File: src/rtl/dac_serial_tx.sv
// Left-justified stereo serializer for an external audio DAC; bck is divided down from clk.
// Optional DAC_SER_OFFSET_BIN_EN: invert the sample MSB on capture (offset-binary to two's complement).
//
// state | meaning
// IDLE  | pins low, waiting for enable
// LOAD  | single handshake cycle before the first frame
// SHIFT | serializing slots 0..2W-1, frames chained back to back
module dac_serial_tx #(
  parameter int W    = 16,
  parameter int CDIV = 4
) (
  input  logic         clk,
  input  logic         rst,
  input  logic         enable,
  input  logic [W-1:0] sample,
  input  logic         sample_valid,
  output logic         sample_ready,
  output logic         underrun,
  output logic         frame_start,
  output logic         bck,
  output logic         lrck,
  output logic         sdata
);

  localparam int DW = (CDIV > 1) ? $clog2(CDIV) : 1;
  localparam int SW = $clog2(2 * W);
  localparam logic [DW-1:0] DIV_MAX  = DW'(CDIV - 1);
  localparam logic [DW-1:0] DIV_PRE  = DW'((CDIV > 1) ? CDIV - 2 : 0);
  localparam logic [SW-1:0] SLOT_MAX = SW'(2 * W - 1);
  localparam logic [SW-1:0] SLOT_R   = SW'(W);

  typedef enum logic [1:0] {IDLE, LOAD, SHIFT} state_t;

  state_t        state, state_nxt;
  logic [DW-1:0] div, div_nxt;
  logic [SW-1:0] slot, slot_nxt, slot_inc;
  logic [W-1:0]  hold, hold_nxt, sh, sh_nxt, sample_x, cap;
  logic          ready_nxt, under_nxt, fs_nxt, bck_nxt, lrck_nxt, sdata_nxt;
  logic          last_clk, pre_last, frame_end;

`ifdef DAC_SER_OFFSET_BIN_EN
  assign sample_x = {~sample[W-1], sample[W-2:0]};
`else
  assign sample_x = sample;
`endif

  assign cap       = sample_valid ? sample_x : hold;
  assign slot_inc  = slot + SW'(1);
  assign last_clk  = bck && (div == DIV_MAX);
  // the ready pulse is registered, so it is decided one clk before the slot's last clk
  assign pre_last  = (CDIV == 1) ? !bck : (bck && (div == DIV_PRE));
  assign frame_end = (state == SHIFT) && last_clk && (slot == SLOT_MAX);

  always_ff @(posedge clk) begin
    if (rst) begin
      state        <= IDLE;
      div          <= '0;
      slot         <= '0;
      hold         <= '0;
      sh           <= '0;
      sample_ready <= 1'b0;
      underrun     <= 1'b0;
      frame_start  <= 1'b0;
      bck          <= 1'b0;
      lrck         <= 1'b0;
      sdata        <= 1'b0;
    end else begin
      state        <= state_nxt;
      div          <= div_nxt;
      slot         <= slot_nxt;
      hold         <= hold_nxt;
      sh           <= sh_nxt;
      sample_ready <= ready_nxt;
      underrun     <= under_nxt;
      frame_start  <= fs_nxt;
      bck          <= bck_nxt;
      lrck         <= lrck_nxt;
      sdata        <= sdata_nxt;
    end
  end

  always_comb begin
    state_nxt = state;
    case (state)
      IDLE:    if (enable) state_nxt = LOAD;
      LOAD:    state_nxt = SHIFT;
      SHIFT:   if (frame_end && !sample_ready) state_nxt = IDLE;
      default: state_nxt = IDLE;
    endcase
  end

  always_comb begin
    div_nxt   = div;
    slot_nxt  = slot;
    hold_nxt  = hold;
    sh_nxt    = sh;
    ready_nxt = 1'b0;
    under_nxt = 1'b0;
    fs_nxt    = 1'b0;
    bck_nxt   = bck;
    lrck_nxt  = lrck;
    sdata_nxt = sdata;
    case (state)
      IDLE: begin
        div_nxt   = '0;
        slot_nxt  = '0;
        bck_nxt   = 1'b0;
        lrck_nxt  = 1'b0;
        sdata_nxt = 1'b0;
        if (enable) begin
          ready_nxt = 1'b1;
          under_nxt = !sample_valid;
        end
      end
      LOAD: begin
        hold_nxt  = cap;
        sh_nxt    = {cap[W-2:0], 1'b0};
        sdata_nxt = cap[W-1];
        fs_nxt    = 1'b1;
        div_nxt   = '0;
        slot_nxt  = '0;
        bck_nxt   = 1'b0;
        lrck_nxt  = 1'b0;
      end
      SHIFT: begin
        if (slot == SLOT_MAX && pre_last && enable) begin
          ready_nxt = 1'b1;
          under_nxt = !sample_valid;
        end
        if (!last_clk) begin
          if (div == DIV_MAX) begin
            div_nxt = '0;
            bck_nxt = 1'b1;
          end else begin
            div_nxt = div + DW'(1);
          end
        end else if (slot == SLOT_MAX) begin
          div_nxt  = '0;
          slot_nxt = '0;
          bck_nxt  = 1'b0;
          lrck_nxt = 1'b0;
          if (sample_ready) begin
            hold_nxt  = cap;
            sh_nxt    = {cap[W-2:0], 1'b0};
            sdata_nxt = cap[W-1];
            fs_nxt    = 1'b1;
          end else begin
            sdata_nxt = 1'b0;
          end
        end else begin
          div_nxt  = '0;
          bck_nxt  = 1'b0;
          slot_nxt = slot_inc;
          lrck_nxt = (slot_inc >= SLOT_R);
          // right channel restarts from the held word
          if (slot_inc == SLOT_R) begin
            sdata_nxt = hold[W-1];
            sh_nxt    = {hold[W-2:0], 1'b0};
          end else begin
            sdata_nxt = sh[W-1];
            sh_nxt    = {sh[W-2:0], 1'b0};
          end
        end
      end
      default: ;
    endcase
  end

endmodule

File: config.mk
export PLATFORM = sky130hd
export DESIGN_NAME = dac_serial_tx
export DESIGN_NICKNAME = d
export VERILOG_FILES = /design/src/rtl/dac_serial_tx.sv
export SDC_FILE = /design/constraint.sdc
export NUM_CORES = 1
export LEC_CHECK = 0
export CAP_MARGIN = 0
export CORE_ASPECT_RATIO = 2
export CORE_MARGIN = 5
export CORE_UTILIZATION = 50
export CTS_CLUSTER_SIZE = 25
export DETAILED_ROUTE_END_ITERATION = 6
export MAX_ROUTING_LAYER = met4
export PLACE_DENSITY = 0.72
export SKIP_CTS_REPAIR_TIMING = 1
export SKIP_LAST_GASP = 1
export SLEW_MARGIN = 10
export SYNTH_ARGS = -nofsm -noshare
export SYNTH_HDL_FRONTEND = slang
export SYNTH_SLANG_ARGS = --single-unit
File: constraint.sdc
create_clock -name clk -period 2.3 [get_ports clk]
set_input_delay 0.46 -clock clk [delete_from_list [all_inputs] [get_ports clk]]
set_output_delay 0.46 -clock clk [all_outputs]
set_load 0.02 [all_outputs]
==> impl_metrics.json, run 1 <==
{
  "hold_ws_ns": 0.470,
  "cts_root_buffer": "clkbuf_8",
  "die_x_um": 59.3,
  "h-tree-depth": 2,
  "rows": 36,
  "crit_type": "flip-flop to flip-flop",
  "clock-sinks": 45,
  "switching_power_mw": 0.570,
  "worst_ep_arrival_time_ns": 2.34,
  "dpl.cell_count": 356,
  "synth_edf_count": 0,
  "hold_violations": 0,
  "swShare_pct": 28.0,
  "io_pins": 26,
  "drive_above_1_share_pct": 21.7,
  "vias": 2207,
  "combPwrFrac_pct": 22.0,
  "netlist_instances": 277,
  "die_area_mm2": 0.00645,
  "max-cap-violations": 0,
  "cts_buffer_depth": 2,
  "min_period_over_period_pct": 94.5,
  "grt_pass1_wl_mm": 9.85,
  "critPathMaxFanout": 14,
  "cts_tree": "done",
  "post-route-cell-area_mm2": 0.00296,
  "firstDrtPassIters": 4,
  "initial_utilization_pct": 50.5,
  "fin_cells": 366,
  "power_leakage_nw": 1.06,
  "fin_skew_ns": 0.00483,
  "layout.nets": 337,
  "required_ns": 2.47,
  "hpwlAfterDp_mm": 4.24,
  "place_congestion": 0.921,
  "grt_pass1_vias": 2167,
  "status": "finished, final reports clean",
  "antenna_found_initial": 0,
  "syn_nets": 306,
  "ys_warn_count": 0,
  "grt_remaining_overflow": 0,
  "finalMaxSlewViolations": 0,
  "clkLatencyLatePin_ns": 0.30,
  "p_int_mw": 1.46,
  "portBuffers": 25,
  "grt_use_total_pct": 20.3,
  "cp-start-kind": "flip-flop",
  "async_flop_share_pct": 0,
  "area_growth_pct": 21.7,
  "grt_start_max_net_pins": 24,
  "setup_viol": 0,
  "n_fill_cell": 407,
  "cts_made_buffers": 5,
  "detail-route-antenna-nets": 0,
  "slew_headroom_pct": 62.4,
  "avgSynthCellArea_um2": 8.79,
  "worstMarginPinSlew_ns": 0.564,
  "ys_seq_area_share_pct": 37.0,
  "peakVddDrop_mv": 0.525,
  "via_per_inst": 6.03,
  "fin_crit_ns": 2.17,
  "synth-seq-cells": 45,
  "max_freq_mhz": 460,
  "fp.coreArea_mm2": 0.00482,
  "rsz0062_at_grt": "false",
  "syn_area_mm2": 0.00243,
  "clk_pin_slew_ns": 0.09,
  "crit_path_end_kind": "flip-flop",
  "route.detailed.drc": 0,
  "p_clk_share_pct": 35.0,
  "powerDensity_mw_per_mm2": 686,
  "n_antenna_cell": 0,
  "totalPowerFinal_mw": 2.03,
  "drt_iter0_markers": 81,
  "dieHeight_um": 109,
  "placed_cell_area_mm2": 0.00280,
  "rrSetupSlack_ns": 0.13,
  "totalWireLength_mm": 6.03,
  "min_path_type": "flip-flop to flip-flop",
  "synth_ff_type": "dfxtp_1",
  "routedWlPerCell_um": 16.5,
  "seqPwrFrac_pct": 43.0,
  "ys_types": 47
}
[registers in the layout, summed over array words and instances (netlist names)]
signal,count
hold,16
lrck,1
underrun,1
frame_start,1
state,2
div,2
sdata,1
slot,4
sh,15
sample_ready,1
bck,1
[cell usage in the layout, fill, tap and decap left out, types with 3 or more instances in the layout]
master           netlist  layout
buf_4                  2      17
dfxtp_1               45      45
nor2_2                11      11
o21ai_0               18      18
a31oi_1                3       3
o32ai_1                4       4
a21oi_1               27      27
o211ai_1              15      15
clkbuf_8               0       5
nor3_1                 7       7
ha_1                   9       9
o32ai_2               10      10
nor2_1                10      10
nand3_1               23      23
clkdlybuf4s50_1        0      25
nand2_1                8       8
nor3_2                10      10
inv_1                 22      22
[per-layer routing]
layer	GRT usage, %	part of all wire, %	vias to the layer above
li1	-	-	1073
met1	21.8	39	1064
met2	35.7	55	54
met3	2.73	3.2	16
met4	8.91	3.0	0
met5	-	0	-
[logic make-up (layout without fill, tap and decap cells)]
group,Yosys count,count (layout),share of synthesized area (%)
buffers and inverters,42,74,7.35
flip-flops,45,45,37.0
multiplexers,2,2,0.822
AO/OA/AOI/OAI,93,93,29.3
AND/OR/NAND/NOR,86,86,20.9
adder cells (fa/ha/maj),9,9,4.62
[critical path, cell delays in order (launching register included)]
cell	delay (ns)
dfxtp_1	0.32
ha_1	0.20
and3_1	0.18
ha_1	0.29
nand3_1	0.14
buf_4	0.18
o31a_1	0.26
buf_12	0.17
nor3_1	0.20
o32ai_1	0.10
[metrics by stage]
step           setup WS [ns]  setup TNS [ns]  util (%)
2_1_floorplan          0.171               0         -
3_3_place_gp         -0.0137         -0.0137      58.1
3_5_place_dp         -0.0996          -0.196      58.1
4_1_cts               -0.118          -0.356      60.9
5_1_grt               0.0116               0      61.5
6_report               0.127               0      61.5
[power by group through the flow]
stage | Sequential, mW | Combinational, mW | Clock [mW]
finish | 0.875 | 0.446 | 0.711
global route | 0.881 | 0.484 | 0.752
CTS | 0.874 | 0.440 | 0.723
detailed placement | 0.892 | 0.437 | 0
global placement | 0.891 | 0.430 | 0
floorplan | 0.888 | 0.293 | 0
[cell type report]
cell class,count,area [µm²],area share [%]
multi-input cells,190,1360,45.8
clock inverters,3,65.1,2.20
clock buffers,5,68.8,2.32
repair buffers,44,418,14.1
well taps,57,71.3,2.41
inverters,22,82.6,2.79
flip-flops and latches,45,901,30.4
[final timing paths]
path,start,to,depth (start not counted)
max,slot[0]$_SDFFE_PP0P_,sh[10]$_SDFFE_PP0P_,9
min,sh[12]$_SDFFE_PP0P_,sh[12]$_SDFFE_PP0P_,2
max reg2reg,slot[0]$_SDFFE_PP0P_,sh[10]$_SDFFE_PP0P_,9
min reg2reg,sh[12]$_SDFFE_PP0P_,sh[12]$_SDFFE_PP0P_,2
[synthesized netlist by cell type (3+ instances only)]
cell type  instances  area (µm²)
nor3_2            10         100
nand3_1           23         115
ha_1               9         113
nand2_1            8        30.0
a21oi_1           27         135
o32ai_2           10         163
inv_1             22        82.6
nor2_1            10        37.5
dfxtp_1           45         901
a31oi_1            3        18.8
nor3_1             7        35.0
buf_2              5        25.0
o211ai_1          15         113
clkbuf_1          10        37.5
nor2_2            11        68.8
o32ai_1            4        35.0
o21ai_0           18        90.1
No activity file was read; power rests on OpenSTA's default activity.
==> run 2: changes to the inputs <==
--- a/config.mk
+++ b/config.mk
@@ -8,11 +8,10 @@
 export CAP_MARGIN = 0
 export CORE_ASPECT_RATIO = 2
 export CORE_MARGIN = 5
-export CORE_UTILIZATION = 50
+export CORE_UTILIZATION = 35
 export CTS_CLUSTER_SIZE = 25
 export DETAILED_ROUTE_END_ITERATION = 6
 export MAX_ROUTING_LAYER = met4
-export PLACE_DENSITY = 0.72
 export SKIP_CTS_REPAIR_TIMING = 1
 export SKIP_LAST_GASP = 1
 export SLEW_MARGIN = 10
==> run 2 against run 1 <==
Effect of this change:
- die area up 37%
- register-to-register slack gained 0.03 ns
- highest routed layer unchanged
- clock skew down 0.0020 ns
- critical endpoint is now sh[2]$_SDFFE_PP0P_
- combinational power rose by 3%
==> impl_metrics.json, run 2 (synthesis gave the netlist of run 1 again) <==
{
  "min_path_type": "flip-flop to flip-flop",
  "status": "finished, final reports clean",
  "cts_root_buffer": "clkbuf_16",
  "dr_wl_met3_um": 183,
  "slew_headroom_pct": 75.1,
  "fp.coreArea_mm2": 0.00689,
  "place_congestion": 0.861,
  "largest_reg_flops": 16,
  "grt_start_max_net_pins": 17,
  "p_clk_share_pct": 38.6,
  "p_int_mw": 1.58,
  "drive_above_1_share_pct": 21.5,
  "clkLatencyLatePin_ns": 0.29,
  "crit_path_end_kind": "flip-flop",
  "top_layer": "met4",
  "cp.depth": 8,
  "firstDrtPassIters": 4,
  "swShare_pct": 27.2,
  "worstMarginPinSlew_ns": 0.372,
  "totalPowerFinal_mw": 2.17,
  "worst_ep_arrival_time_ns": 2.32,
  "finalMaxSlewViolations": 0,
  "critPathMaxFanout": 14,
  "cp-start-kind": "flip-flop",
  "reg_top3": "hold: 16 flops, sh: 15 flops, slot: 4 flops",
  "dieHeight_um": 128,
  "seqPwrFrac_pct": 40.3,
  "detail-route-antenna-nets": 0,
  "clock-sinks": 45,
  "grt_remaining_overflow": 0,
  "min_period_over_period_pct": 93.3,
  "power_leakage_nw": 1.08,
  "fin_skew_ns": 0.00281,
  "portBuffers": 25,
  "clk_pin_slew_ns": 0.06,
  "rr_endpoint": "sh[2]$_SDFFE_PP0P_",
  "h-tree-depth": 2,
  "slowest_stage": "o31a_1",
  "setup_viol": 0,
  "wl_met1_mm": 2.35,
  "grt_pass1_vias": 2265,
  "hpwlAfterDp_mm": 4.78,
  "routed-wl-met2_mm": 3.78,
  "route.detailed.drc": 0,
  "area_growth_pct": 25.0,
  "finish.utilization_pct": 44.2,
  "rrSetupSlack_ns": 0.15,
  "initial_utilization_pct": 35.4,
  "rsz0062_at_grt": "true",
  "cp-endpoint": "sh[2]$_SDFFE_PP0P_",
  "n_fill_cell": 741,
  "max_stage_delay_ns": 0.34,
  "final_common_cell": "dfxtp_1",
  "layout.nets": 339,
  "rr_worst_depth": 8,
  "hold_violations": 0,
  "totalWireLength_mm": 6.50,
  "timing.rr.start": "slot[0]$_SDFFE_PP0P_",
  "via_per_inst": 5.48,
  "n_antenna_cell": 0,
  "vias": 2199,
  "grt_pass1_wl_mm": 10.9,
  "max_freq_mhz": 466,
  "required_ns": 2.47,
  "peakVddDrop_mv": 0.345,
  "cts_buffer_depth": 2,
  "powerDensity_mw_per_mm2": 713,
  "hold_ws_ns": 0.457,
  "drt_iter0_markers": 90,
  "die_x_um": 69.0,
  "io_pins": 26,
  "worst-path-buf-inv": 1,
  "antenna_found_initial": 0,
  "crit_chain": "ha_1 -> and3_1 -> ha_1 -> nand3_1 -> o31a_1 -> buf_12 -> nor3_2 -> o32ai_2",
  "rows": 43,
  "switching_power_mw": 0.590,
  "layout.cells.most_common_list": "45 x dfxtp_1, 27 x a21oi_1, 25 x clkdlybuf4s50_1",
  "regMostFlops": "hold",
  "fin_crit_ns": 2.15,
  "routedWlPerCell_um": 16.2,
  "grt_use_total_pct": 16.9,
  "cts_tree": "done",
  "crit_type": "flip-flop to flip-flop",
  "die_area_mm2": 0.00883,
  "combPwrFrac_pct": 21.1,
  "max-cap-violations": 0,
  "cts_made_buffers": 5,
  "path_delay_family": "simple AND/OR/NAND/NOR gates",
  "cp-startpoint": "slot[0]$_SDFFE_PP0P_",
  "crit_path_frequent_cell": "ha_1"
}
run 2: worst register-to-register path, delay by kind of cell (launching register included):
family	cells	cell delay, ns
adder cells (fa/ha/maj)	2	0.53
buffers and inverters	1	0.17
AO/OA/AOI/OAI	2	0.43
flip-flops	1	0.32
AND/OR/NAND/NOR	3	0.58
run 2: worst min path at each step:
stage,cells after the start,start,to
2_1_floorplan,2,sh[10]$_SDFFE_PP0P_,sh[10]$_SDFFE_PP0P_
3_3_place_gp,2,sh[12]$_SDFFE_PP0P_,sh[12]$_SDFFE_PP0P_
3_5_place_dp,2,sh[12]$_SDFFE_PP0P_,sh[12]$_SDFFE_PP0P_
4_1_cts,2,sh[12]$_SDFFE_PP0P_,sh[12]$_SDFFE_PP0P_
5_1_grt,2,sh[10]$_SDFFE_PP0P_,sh[10]$_SDFFE_PP0P_
6_report,2,sh[12]$_SDFFE_PP0P_,sh[12]$_SDFFE_PP0P_
run 2: per-stage QoR:
stage | TNS (ns) | instance area [µm²] | setup WS [ns] | instances
2_1_floorplan | 0 | 2430 | 0.171 | 277
5_1_grt | -0.00567 | 3040 | -0.00567 | 401
4_1_cts | 0 | 3040 | 0.153 | 401
3_3_place_gp | 0 | 2870 | 0.239 | 393
6_report | 0 | 3040 | 0.155 | 401
3_5_place_dp | 0 | 2870 | 0.181 | 393
run 2: cell type report:
| class | instances | area (µm²) | share of cell area (%) |
|---|---|---|---|
| sequential | 45 | 901 | 29.6 |
| timing repair buffer | 46 | 420 | 13.8 |
| clock inverter | 1 | 30.0 | 0.986 |
| clock buffer | 7 | 143 | 4.69 |
| tap | 90 | 113 | 3.70 |
| multi-input combinational | 190 | 1360 | 44.5 |
| inverter | 22 | 82.6 | 2.71 |
run 2: power by group through the flow:
stage	sequential [mW]	clock (mW)	combinational (mW)
after global routing	0.880	0.898	0.506
after floorplan	0.888	0	0.293
after detailed placement	0.892	0	0.460
final	0.875	0.838	0.458
after CTS	0.875	0.864	0.462
after global placement	0.892	0	0.451
run 2: per-layer routing:
metal	track usage, %	vias up
met3	3.33	16
met5	-	-
met4	8.16	0
met2	30.5	31
li1	-	1082
met1	16.4	1070
==> run 3: changes to the inputs <==
--- a/config.mk
+++ b/config.mk
@@ -8,10 +8,11 @@
 export CAP_MARGIN = 0
 export CORE_ASPECT_RATIO = 2
 export CORE_MARGIN = 5
-export CORE_UTILIZATION = 35
+export CORE_UTILIZATION = 56
 export CTS_CLUSTER_SIZE = 25
 export DETAILED_ROUTE_END_ITERATION = 6
 export MAX_ROUTING_LAYER = met4
+export PLACE_DENSITY = 0.79
 export SKIP_CTS_REPAIR_TIMING = 1
 export SKIP_LAST_GASP = 1
 export SLEW_MARGIN = 10
==> run 3 against run 2 <==
Effect of this change:
- final area is 2.2% lower
- combinational power increased by 0.9%
- worst hold slack better by 0.011 ns
- first-iteration DRC count decreased by 5.6%
- via count grew 1.6%
- flip-flop and latch count did not move
- critical path depth increased by 1
- fmax is 0.12% lower
- sequential share of layout area is 0.67 points higher
- critical path type unchanged
- largest power group unchanged
- highest routed layer unchanged
==> impl_metrics.json, run 3 (synthesis gave the netlist of run 1 again) <==
{
  "status": "finished, final reports clean",
  "post-route-cell-area_mm2": 0.00298,
  "totalPowerFinal_mw": 1.92,
  "crit_chain": "ha_1 -> and3_1 -> ha_1 -> nand3_1 -> buf_4 -> o31a_1 -> buf_12 -> nor3_2 -> o32ai_1",
  "seqPwrFrac_pct": 45.6,
  "io_pins": 26,
  "required_ns": 2.46,
  "firstDrtPassIters": 4,
  "antenna_found_initial": 0,
  "cts_root_buffer": "clkbuf_8",
  "fin_skew_ns": 0.0102,
  "slew_headroom_pct": 70.7,
  "finalMaxSlewViolations": 0,
  "max_stage_delay_ns": 0.32,
  "vias": 2234,
  "clkLatencyLatePin_ns": 0.30,
  "swShare_pct": 29.4,
  "place_congestion": 0.905,
  "p_clk_share_pct": 30.3,
  "rr_worst_depth": 9,
  "power_leakage_nw": 1.08,
  "setup_viol": 0,
  "rrSetupSlack_ns": 0.15,
  "cts_buffer_depth": 2,
  "routedWlPerCell_um": 17.3,
  "cts_made_buffers": 5,
  "layout.cells.most_common_list": "45 x dfxtp_1, 27 x a21oi_1, 25 x clkdlybuf4s50_1",
  "final_common_cell": "dfxtp_1",
  "fp.coreArea_mm2": 0.00430,
  "peakVddDrop_mv": 0.486,
  "worstHoldStart": "sh[11]$_SDFFE_PP0P_",
  "critPathMaxFanout": 14,
  "hold_violations": 0,
  "min_period_over_period_pct": 93.4,
  "n_antenna_cell": 0,
  "totalWireLength_mm": 6.33,
  "layout.nets": 341,
  "grt_pass1_vias": 2377,
  "regMostFlops": "hold",
  "crit_path_end_kind": "flip-flop",
  "rr_endpoint": "sh[13]$_SDFFE_PP0P_",
  "dpl.cell_count": 353,
  "dieHeight_um": 103,
  "max-cap-violations": 0,
  "route.detailed.drc": 0,
  "max_freq_mhz": 466,
  "powerDensity_mw_per_mm2": 645,
  "detail-route-antenna-nets": 0,
  "worstHoldEndpoint": "sh[11]$_SDFFE_PP0P_",
  "crit_path_frequent_cell": "ha_1",
  "p_int_mw": 1.36,
  "crit_type": "flip-flop to flip-flop",
  "cts_tree": "done",
  "die_area_mm2": 0.00585,
  "timing.rr.start": "slot[0]$_SDFFE_PP0P_",
  "fin_crit_ns": 2.15,
  "largest_reg_flops": 16,
  "initial_utilization_pct": 56.7,
  "grt_remaining_overflow": 0,
  "min_path_cells": 2,
  "portBuffers": 25,
  "hpwlAfterDp_mm": 4.41,
  "worst_ep_arrival_time_ns": 2.31,
  "clock-sinks": 45,
  "area_growth_pct": 22.3,
  "grt_start_max_net_pins": 30,
  "slowest_stage": "dfxtp_1",
  "grt_use_total_pct": 24.0,
  "rsz0062_at_grt": "false",
  "min_path_type": "flip-flop to flip-flop",
  "die_x_um": 56.6,
  "via_per_inst": 6.10,
  "h-tree-depth": 2,
  "worstMarginPinSlew_ns": 0.440,
  "switching_power_mw": 0.565,
  "fin_cells": 366,
  "grt_pass1_wl_mm": 10.8,
  "placed_cell_area_mm2": 0.00281,
  "drt_iter0_markers": 85,
  "clk_pin_slew_ns": 0.08,
  "rows": 34,
  "cp-start-kind": "flip-flop",
  "combPwrFrac_pct": 24.1,
  "drive_above_1_share_pct": 22.8,
  "reg_top3": "hold: 16 flops, sh: 15 flops, slot: 4 flops"
}
## run 3: power groups by stage
| stage | registers, mW | logic (mW) | clock network (mW) |
|---|---|---|---|
| floorplan | 0.888 | 0.293 | 0 |
| global placement | 0.891 | 0.430 | 0 |
| detailed placement | 0.892 | 0.440 | 0 |
| CTS | 0.874 | 0.443 | 0.589 |
| global route | 0.882 | 0.503 | 0.620 |
| finish | 0.876 | 0.462 | 0.582 |
## run 3: layout make-up
cell class	instances	area (µm²)
well taps	54	67.6
fillers	355	1320
clock inverters	2	35.0
flip-flops and latches	45	901
inverters	22	82.6
multi-input cells	190	1360
repair buffers	48	460
clock buffers	5	68.8
## run 3: metal layers
metal,global-route usage (%),routed length (µm)
met1,23.0,2320
met2,45.8,3630
met3,3.73,287
met4,11.2,93
met5,-,0
## run 3: worst max-delay path by stage
stage,start,endpoint,cells after the start
after floorplan,slot[0]$_SDFFE_PP0P_,sh[14]$_SDFFE_PP0P_,9
after global placement,slot[0]$_SDFFE_PP0P_,sh[1]$_SDFFE_PP0P_,7
after detailed placement,slot[0]$_SDFFE_PP0P_,sh[1]$_SDFFE_PP0P_,7
after CTS,slot[0]$_SDFFE_PP0P_,sh[1]$_SDFFE_PP0P_,7
after global routing,slot[0]$_SDFFE_PP0P_,sh[13]$_SDFFE_PP0P_,9
final,slot[0]$_SDFFE_PP0P_,sh[13]$_SDFFE_PP0P_,9
## run 3: stage by stage
step / setup WS, ns / util [%] / TNS (ns) / hold slack, ns
after floorplan: 0.171 / - / 0 / 0.434
after global placement: -0.0256 / 65.4 / -0.0256 / 0.444
after detailed placement: -0.0746 / 65.4 / -0.197 / 0.456
after CTS: -0.102 / 67.8 / -0.462 / 0.467
after global routing: 0.0179 / 69.3 / 0 / 0.495
final: 0.152 / 69.3 / 0 / 0.468
## run 3: critical path: cells and delay by family (launching register included)
family                   cells  cell delay (ns)
buffers and inverters        2             0.34
AND/OR/NAND/NOR              3             0.51
adder cells (fa/ha/maj)      2             0.49
flip-flops                   1             0.32
AO/OA/AOI/OAI                2             0.36
